**src/rtl/blob_frame_ctrl.sv**
```systemverilog
// Per-frame scheduler for the Grayscale -> Blob pipeline: arms on a capture, launches Grayscale,
// counts pixels, waits for the blob result. Optional latency stats: define BLOB_FRAME_CTRL_STATS_EN.
// state  | meaning
// IDLE   | not armed; waits for i_single or i_enable
// ARM    | waiting for the DECIM-th i_frame_done
// START  | one-cycle Grayscale start pulse, counters cleared
// STREAM | counting binarized pixels up to N
// DRAIN  | all pixels seen, waiting for the blob result
// DONE   | result latched, o_done pulse
// ERR    | timeout or protocol fault, one cycle then IDLE
module blob_frame_ctrl #(
   parameter int IMG_COL     = 640,
   parameter int IMG_ROW     = 480,
   parameter int COUNT_W     = 8,
   parameter int TIMEOUT_CYC = 1000000,
   parameter int DECIM       = 1
) (
   input  logic               i_clk,
   input  logic               i_rst_n,
   input  logic               i_enable,
   input  logic               i_single,
   input  logic               i_frame_done,
   output logic               o_gray_start,
   output logic               o_cap_hold,
   input  logic               i_pix_valid,
   input  logic               i_blob_valid,
   input  logic [COUNT_W-1:0] i_blob_count,
   output logic               o_busy,
   output logic               o_done,
   output logic [COUNT_W-1:0] o_count,
   output logic [15:0]        o_frame_cnt,
   output logic               o_skip,
   output logic [1:0]         o_err,
   output logic [23:0]        o_last_cycles
);

   localparam int PIX_W = 19;
   localparam int TMO_W = $clog2(TIMEOUT_CYC + 1);
   localparam int DEC_W = (DECIM > 1) ? $clog2(DECIM) : 1;
   localparam logic [PIX_W-1:0] PIX_LAST = PIX_W'(IMG_COL * IMG_ROW - 1);
   localparam logic [TMO_W-1:0] TMO_LIM  = TMO_W'(TIMEOUT_CYC);
   localparam logic [DEC_W-1:0] DEC_LAST = DEC_W'(DECIM - 1);

   typedef enum logic [2:0] {
      S_IDLE, S_ARM, S_START, S_STREAM, S_DRAIN, S_DONE, S_ERR
   } state_t;

   state_t             state_q, state_d;
   logic               one_shot_q, one_shot_d;
   logic [DEC_W-1:0]   dec_q, dec_d;
   logic [PIX_W-1:0]   pix_q, pix_d;
   logic [TMO_W-1:0]   tmo_q, tmo_d, tmo_inc;
   logic [COUNT_W-1:0] count_q, count_d;
   logic [15:0]        frame_cnt_q, frame_cnt_d;
   logic [1:0]         err_q, err_d, err_set;
   logic               gray_start, done, skip;

   always_ff @(posedge i_clk or negedge i_rst_n) begin
      if (!i_rst_n) begin
         state_q     <= S_IDLE;
         one_shot_q  <= 1'b0;
         dec_q       <= '0;
         pix_q       <= '0;
         tmo_q       <= '0;
         count_q     <= '0;
         frame_cnt_q <= '0;
         err_q       <= '0;
      end else begin
         state_q     <= state_d;
         one_shot_q  <= one_shot_d;
         dec_q       <= dec_d;
         pix_q       <= pix_d;
         tmo_q       <= tmo_d;
         count_q     <= count_d;
         frame_cnt_q <= frame_cnt_d;
         err_q       <= err_d;
      end
   end

   always_comb begin
      state_d     = state_q;
      one_shot_d  = one_shot_q;
      dec_d       = dec_q;
      pix_d       = pix_q;
      tmo_d       = tmo_q;
      count_d     = count_q;
      frame_cnt_d = frame_cnt_q;
      err_set     = 2'b00;
      gray_start  = 1'b0;
      done        = 1'b0;
      skip        = 1'b0;
      tmo_inc     = tmo_q + TMO_W'(1);
      case (state_q)
         S_IDLE: begin
            if (i_single || i_enable) begin
               state_d    = S_ARM;
               one_shot_d = i_single & ~i_enable;
            end
         end
         S_ARM: begin
            if (!i_enable && !one_shot_q) begin
               state_d = S_IDLE;
            end else if (i_frame_done) begin
               if (dec_q == DEC_LAST) begin
                  dec_d   = '0;
                  state_d = S_START;
               end else begin
                  dec_d = dec_q + DEC_W'(1);
                  skip  = 1'b1;
               end
            end
         end
         S_START: begin
            gray_start = 1'b1;
            skip       = i_frame_done;
            pix_d      = '0;
            // the START cycle itself counts toward the timeout window
            tmo_d      = TMO_W'(1);
            state_d    = S_STREAM;
         end
         S_STREAM: begin
            skip  = i_frame_done;
            tmo_d = tmo_inc;
            if (i_blob_valid) begin
               err_set[1] = 1'b1;
               state_d    = S_ERR;
            end else if (tmo_inc >= TMO_LIM) begin
               err_set[0] = 1'b1;
               state_d    = S_ERR;
            end else if (i_pix_valid) begin
               pix_d = pix_q + PIX_W'(1);
               if (pix_q == PIX_LAST) state_d = S_DRAIN;
            end
         end
         S_DRAIN: begin
            skip  = i_frame_done;
            tmo_d = tmo_inc;
            if (i_blob_valid) begin
               count_d     = i_blob_count;
               frame_cnt_d = frame_cnt_q + 16'd1;
               state_d     = S_DONE;
            end else if (tmo_inc >= TMO_LIM) begin
               err_set[0] = 1'b1;
               state_d    = S_ERR;
            end
         end
         S_DONE: begin
            done       = 1'b1;
            skip       = i_frame_done;
            one_shot_d = 1'b0;
            state_d    = i_enable ? S_ARM : S_IDLE;
         end
         S_ERR: begin
            one_shot_d = 1'b0;
            state_d    = S_IDLE;
         end
         default: state_d = S_IDLE;
      endcase
      err_d = (i_single ? 2'b00 : err_q) | err_set;
   end

   assign o_busy       = (state_q == S_START) || (state_q == S_STREAM) ||
                         (state_q == S_DRAIN) || (state_q == S_DONE);
   assign o_cap_hold   = o_busy;
   assign o_gray_start = gray_start;
   assign o_done       = done;
   assign o_skip       = skip;
   assign o_count      = count_q;
   assign o_frame_cnt  = frame_cnt_q;
   assign o_err        = err_q;

`ifdef BLOB_FRAME_CTRL_STATS_EN
   logic [23:0] cyc_q, cyc_d, cyc_inc, last_q, last_d;

   always_ff @(posedge i_clk or negedge i_rst_n) begin
      if (!i_rst_n) begin
         cyc_q  <= '0;
         last_q <= '0;
      end else begin
         cyc_q  <= cyc_d;
         last_q <= last_d;
      end
   end

   always_comb begin
      cyc_inc = (cyc_q == 24'hFF_FFFF) ? cyc_q : cyc_q + 24'd1;
      cyc_d   = cyc_q;
      last_d  = last_q;
      if (state_q == S_START) cyc_d = 24'd1;
      else if (state_q == S_STREAM || state_q == S_DRAIN) cyc_d = cyc_inc;
      if (state_q == S_DRAIN && i_blob_valid) last_d = cyc_inc;
   end

   assign o_last_cycles = last_q;
`else
   assign o_last_cycles = 24'd0;
`endif

endmodule
```
**config.mk**
```make
export PLATFORM = sky130hd
export DESIGN_NAME = blob_frame_ctrl
export DESIGN_NICKNAME = d
export VERILOG_FILES = /design/src/rtl/blob_frame_ctrl.sv
export SDC_FILE = /design/constraint.sdc
export NUM_CORES = 1
export LEC_CHECK = 0
export ABC_AREA = 1
export BUFFER_PORTS_ARGS = -buffer_cell sky130_fd_sc_hd__buf_2
export CAP_MARGIN = 20
export CORE_ASPECT_RATIO = 0.5
export CORE_MARGIN = 8
export CORE_UTILIZATION = 52
export DETAILED_ROUTE_END_ITERATION = 8
export GPL_ROUTABILITY_DRIVEN = 0
export GPL_TIMING_DRIVEN = 0
export HOLD_SLACK_MARGIN = 0.12
export PLACE_DENSITY = 0.88
export SLEW_MARGIN = 20
export SYNTH_ARGS = -nofsm -noshare
export SYNTH_HDL_FRONTEND = slang
export SYNTH_SLANG_ARGS = --single-unit
```
**constraint.sdc**
```tcl
create_clock -name i_clk -period 2.1 [get_ports i_clk]
set_input_delay 0.315 -clock i_clk [delete_from_list [all_inputs] [get_ports i_clk]]
set_output_delay 0.315 -clock i_clk [all_outputs]
set_load 0.02 [all_outputs]
```
==> results list <==
- The flow ran to the end, but the final reports show violations.
- The checks that failed: setup timing.
- TritonCTS built the clock tree.
- Post-Layout Cell Count: 799
- The detailed router used layers up to and including met4.
- Counting flops and latches in the post-synthesis netlist gives 69.
* Insertion delay to the later sink of the worst-skew pair: 0.35 ns
- Pin count of the biggest net entering global routing: 45
- The die covers 11650 um2.
* Final period utilization: 108.7%
* Syn Std Cell Area: 4317 um2
- STA classifies the critical path endpoint as a flip-flop.
* Total congestion overflow: 0
- In this run the remaining antenna-violating nets after routing total 0.
- IO Port Bufs: 45
- Global routing used 19.78% of the available tracks across all layers.
- In this run the power spent charging and discharging nets is 2.354 mW.
- The final number of max-transition violations came to 0.
- Kind of critical path: flip-flop to flip-flop
* Headroom to the max-slew limit: 53.10%
* Final core utilization: 70.70%
- Measured along the y axis, the die boundary spans 80.43 um.
- First drt pass iteration count: 9
- Final worst-path setup slack: -0.1831 ns
* Reported max-cap violation count: 0
- A synthesized cell averages 7.573 um2.
* Fraction of power consumed by the clock network: 24.9%
- CTS saw 69 sinks.
- First-pass GRT wire length: 18460 um
* Layout overhead on the synthesized area: 31.51%
* Metal-1 WL: 4918 um
- Once placement finished, the instance area stood at 4798 um2.
- At the end of the flow, the number of nets in the layout was 700.
- Detail-routed via count per cell: 5.385
* Antenna Cells: 0
- Vias in the first global route: 4076
* Worst clock skew: 0.008903 ns
- Type of origin of the critical path: flip-flop
* Met2 wirelength from detailed routing: 5993 um
- DRC errors left: 0
- Counting along the longest clock path gives a buffer depth of 2.
* Share of final-layout standard cells stronger than drive strength 1: 31.44%
- For the pin with the worst max-slew slack, the measured transition is 0.6961 ns.
- In this run, placement finished with an instance count of 751.
- The floorplan step set the die width to 144.9 um.
- The floorplan has 23 rows.
* Number of setup violations in the final report: 22
- The initial utilization of the core area, before any placement, comes to 53.76%.
* HPWL after DPL: 7298 um
- Overall power after layout: 5.787 mW
- Synthesis handed over a netlist of 570 instances.
- Total power per unit cell area: 1019 nW/um2
- The count of endpoints failing hold in the final timing report came to 0.
* Highest Clock Rate: 0.4380 GHz
- Setup repair after global routing could not meet its margin everywhere.
- Summed over all layers, the routed wires come to 12170 um.
- In the final routed layout, each cell accounts on average for 15.24 um.
- Static leakage: 2.773 nW
* Initial antenna violation count: 0
* Core region area: 8029 um2
* Largest fanout of any net on the critical path: 6
- The detailed router finished its first iteration with 452 violations.
* Total number of yosys warnings: 0
* R2R Setup Slk: -0.18 ns
- In this run the count of I/O pins placed on the die edge is 70.
* Clock-pin slew on the worst setup and hold paths: 0.06 ns
- At the worst endpoint, the required time is 2.33 ns.
- Worst setup slack after placement: -0.2831 ns
- Maximum ir drop on the vdd rail: 0.0006731 V
- Sw Ratio: 40.68%
* Total number of vias: 4303
- Combinational logic burns 45.6% of the power.
* Length of routed met3 wiring: 879 um
- Netlist cell types: 36
- Most frequently used flop master after synthesis: sky130_fd_sc_hd__dfrtp_1
* Arrival time worst endpoint: 2.51 ns
- The synthesized design contains 0 enable-type register cells.
* Root buf cell: sky130_fd_sc_hd__clkbuf_16
* Fraction of registers with async set/reset: 100.0%
* Sequential share of power: 29.5%
* Design Area, Final: 5677 um2
* Fill cells: 537
- Minimum clock period after layout: 2.283 ns
- Register area share after synthesis: 40.00%
- In this run, CTS created clock tree buffers numbering 9.
- In this run the worst hold path is classified as primary input to flip-flop.
- CTS H-Tree Depth: 3
- Internal power comes to 3.433 mW.
## flip-flops by register name, indices dropped and copies added, names as in the netlist
register	flops
o_err	2
o_count	8
tmo_q	20
pix_q	19
state_q	3
one_shot_q	1
o_frame_cnt	16
## synthesized netlist by cell type, types with 2 or more instances
cell / n / area, um2
sky130_fd_sc_hd__nand2_1: 166 / 623.1
sky130_fd_sc_hd__dfrtp_1: 69 / 1727
sky130_fd_sc_hd__nor2_1: 66 / 247.7
sky130_fd_sc_hd__inv_1: 50 / 187.7
sky130_fd_sc_hd__nand3_1: 40 / 200.2
sky130_fd_sc_hd__buf_4: 26 / 195.2
sky130_fd_sc_hd__xor2_1: 23 / 201.4
sky130_fd_sc_hd__o21ai_0: 15 / 75.07
sky130_fd_sc_hd__nand4_1: 13 / 81.33
sky130_fd_sc_hd__o22ai_1: 12 / 75.07
sky130_fd_sc_hd__nand3_2: 11 / 110.1
sky130_fd_sc_hd__nor3_1: 11 / 55.05
sky130_fd_sc_hd__xnor2_1: 9 / 78.83
sky130_fd_sc_hd__clkbuf_1: 7 / 26.28
sky130_fd_sc_hd__inv_2: 6 / 22.52
sky130_fd_sc_hd__nand2_2: 6 / 37.54
sky130_fd_sc_hd__nand2_4: 5 / 56.30
sky130_fd_sc_hd__nor2_4: 5 / 56.30
sky130_fd_sc_hd__nor4_1: 4 / 25.02
sky130_fd_sc_hd__ha_1: 3 / 37.54
sky130_fd_sc_hd__nor3b_1: 3 / 22.52
sky130_fd_sc_hd__a21oi_1: 2 / 10.01
sky130_fd_sc_hd__a22o_1: 2 / 17.52
sky130_fd_sc_hd__nand3b_1: 2 / 15.01
sky130_fd_sc_hd__nor2_2: 2 / 12.51
sky130_fd_sc_hd__o21ai_1: 2 / 10.01
## cell families (layout without fill, tap and decap cells)
family / count (synthesis) / count (layout) / share of synthesized area, %
other: 1 / 24 / 0.08687
adder cells (fa/ha/maj): 3 / 3 / 0.8697
flip-flops: 69 / 69 / 40.00
buffers and inverters: 92 / 186 / 10.84
AND/OR/NAND/NOR: 336 / 336 / 36.46
XOR/XNOR: 33 / 33 / 6.870
AO/OA/AOI/OAI: 36 / 36 / 4.870
## stage by stage
stage	TNS (ns)	hold slack, ns
2_1_floorplan	0	0.01941
3_3_place_gp	-3.452	0.4582
3_5_place_dp	-5.001	0.2511
4_1_cts	-2.323	0.1612
5_1_grt	-5.828	0.1670
6_report	-2.696	0.1625
## worst paths after layout
kind | start | to | cells past startpoint
worst min register to register | o_frame_cnt[15] | o_frame_cnt[15] | 1
worst min-delay path | i_blob_count[0] | o_count[0] | 3
worst max register to register | pix_q[0] | state_q[0] | 10
worst max-delay path | pix_q[0] | state_q[0] | 10
max in group asynchronous | i_rst_n | state_q[2] | 3
min in group asynchronous | i_rst_n | o_count[0] | 2
## cell type report
| cell class | count | area (um2) | area share (%) |
|---|---|---|---|
| Timing Repair Buffer | 79 | 573.1 | 10.09 |
| Inverter | 56 | 217.7 | 3.835 |
| Clock inverter | 6 | 47.55 | 0.8376 |
| Buffer | 35 | 261.5 | 4.607 |
| Sequential cell | 69 | 1732 | 30.50 |
| Tap cell | 112 | 140.1 | 2.469 |
| Multi-Input combinational cell | 432 | 2476 | 43.62 |
| Clock buffer | 10 | 229.0 | 4.034 |
## power by group through the flow
stage / clock, mW / sequential [mW] / combinational (mW)
floorplan: 0 / 1.80 / 1.10
global route: 1.50 / 1.73 / 2.81
CTS: 1.43 / 1.68 / 2.12
detailed placement: 0 / 1.68 / 1.71
global placement: 0 / 1.68 / 1.65
finish: 1.44 / 1.71 / 2.64
## placed cells by master (no fill, tap or decap), types with 3 or more instances in the layout
cell                        Yosys  routed
sky130_fd_sc_hd__nand3_1       40      30
sky130_fd_sc_hd__inv_1         50      47
sky130_fd_sc_hd__nor2_1        66      56
sky130_fd_sc_hd__nor2_4         5      12
sky130_fd_sc_hd__nor2_2         2       5
sky130_fd_sc_hd__clkbuf_1       7       8
sky130_fd_sc_hd__o21ai_1        2       3
sky130_fd_sc_hd__xnor2_1        9       9
sky130_fd_sc_hd__dfrtp_2        0       4
sky130_fd_sc_hd__xor2_1        23      22
sky130_fd_sc_hd__nand4_1       13      13
sky130_fd_sc_hd__conb_1         1      24
sky130_fd_sc_hd__nand2_4        5      10
sky130_fd_sc_hd__dfrtp_1       69      65
sky130_fd_sc_hd__o21ai_0       15      12
sky130_fd_sc_hd__nor3b_1        3       3
sky130_fd_sc_hd__o22ai_1       12      12
sky130_fd_sc_hd__clkbuf_16      0      10
sky130_fd_sc_hd__nand2_2        6      22
sky130_fd_sc_hd__nand2_1      166     144
sky130_fd_sc_hd__inv_2          6       7
sky130_fd_sc_hd__buf_2          1      44
sky130_fd_sc_hd__clkinv_4       0       3
sky130_fd_sc_hd__buf_4         26      51
sky130_fd_sc_hd__nor3_1        11      11
sky130_fd_sc_hd__buf_6          1       4
sky130_fd_sc_hd__nand3_2       11      19
sky130_fd_sc_hd__nor4_1         4       3
## worst max-delay path: stages (launching register included)
cell and delay (ns):
sky130_fd_sc_hd__dfrtp_1 0.48, sky130_fd_sc_hd__ha_2 0.29, sky130_fd_sc_hd__nand2_1 0.16, sky130_fd_sc_hd__nor2_2 0.25
sky130_fd_sc_hd__nand2_1 0.14, sky130_fd_sc_hd__nor2_1 0.21, sky130_fd_sc_hd__a31oi_1 0.24, sky130_fd_sc_hd__nand2_4 0.15
sky130_fd_sc_hd__nand3_4 0.10, sky130_fd_sc_hd__nand2_2 0.10, sky130_fd_sc_hd__nand2_2 0.05
## repair_timing
| item | CTS | global route |
|---|---|---|
| endpoints found under the hold margin | 25 | 0 |
| pin swaps | 29 | 29 |
| hold buffers | 1 | 0 |
| cloned | 1 | 1 |
| buffers inserted | 10 | 20 |
| gates resized for setup | 36 | 53 |
| setup endpoints to repair | 36 | 32 |
## per-layer routing
| metal | GRT usage [%] | up-vias |
|---|---|---|
| li1 | - | 2001 |
| met1 | 22.95 | 2032 |
| met2 | 33.98 | 212 |
| met3 | 5.145 | 58 |
| met4 | 9.269 | 0 |
| met5 | 0 | - |
Power figures use the tool's default switching activity.
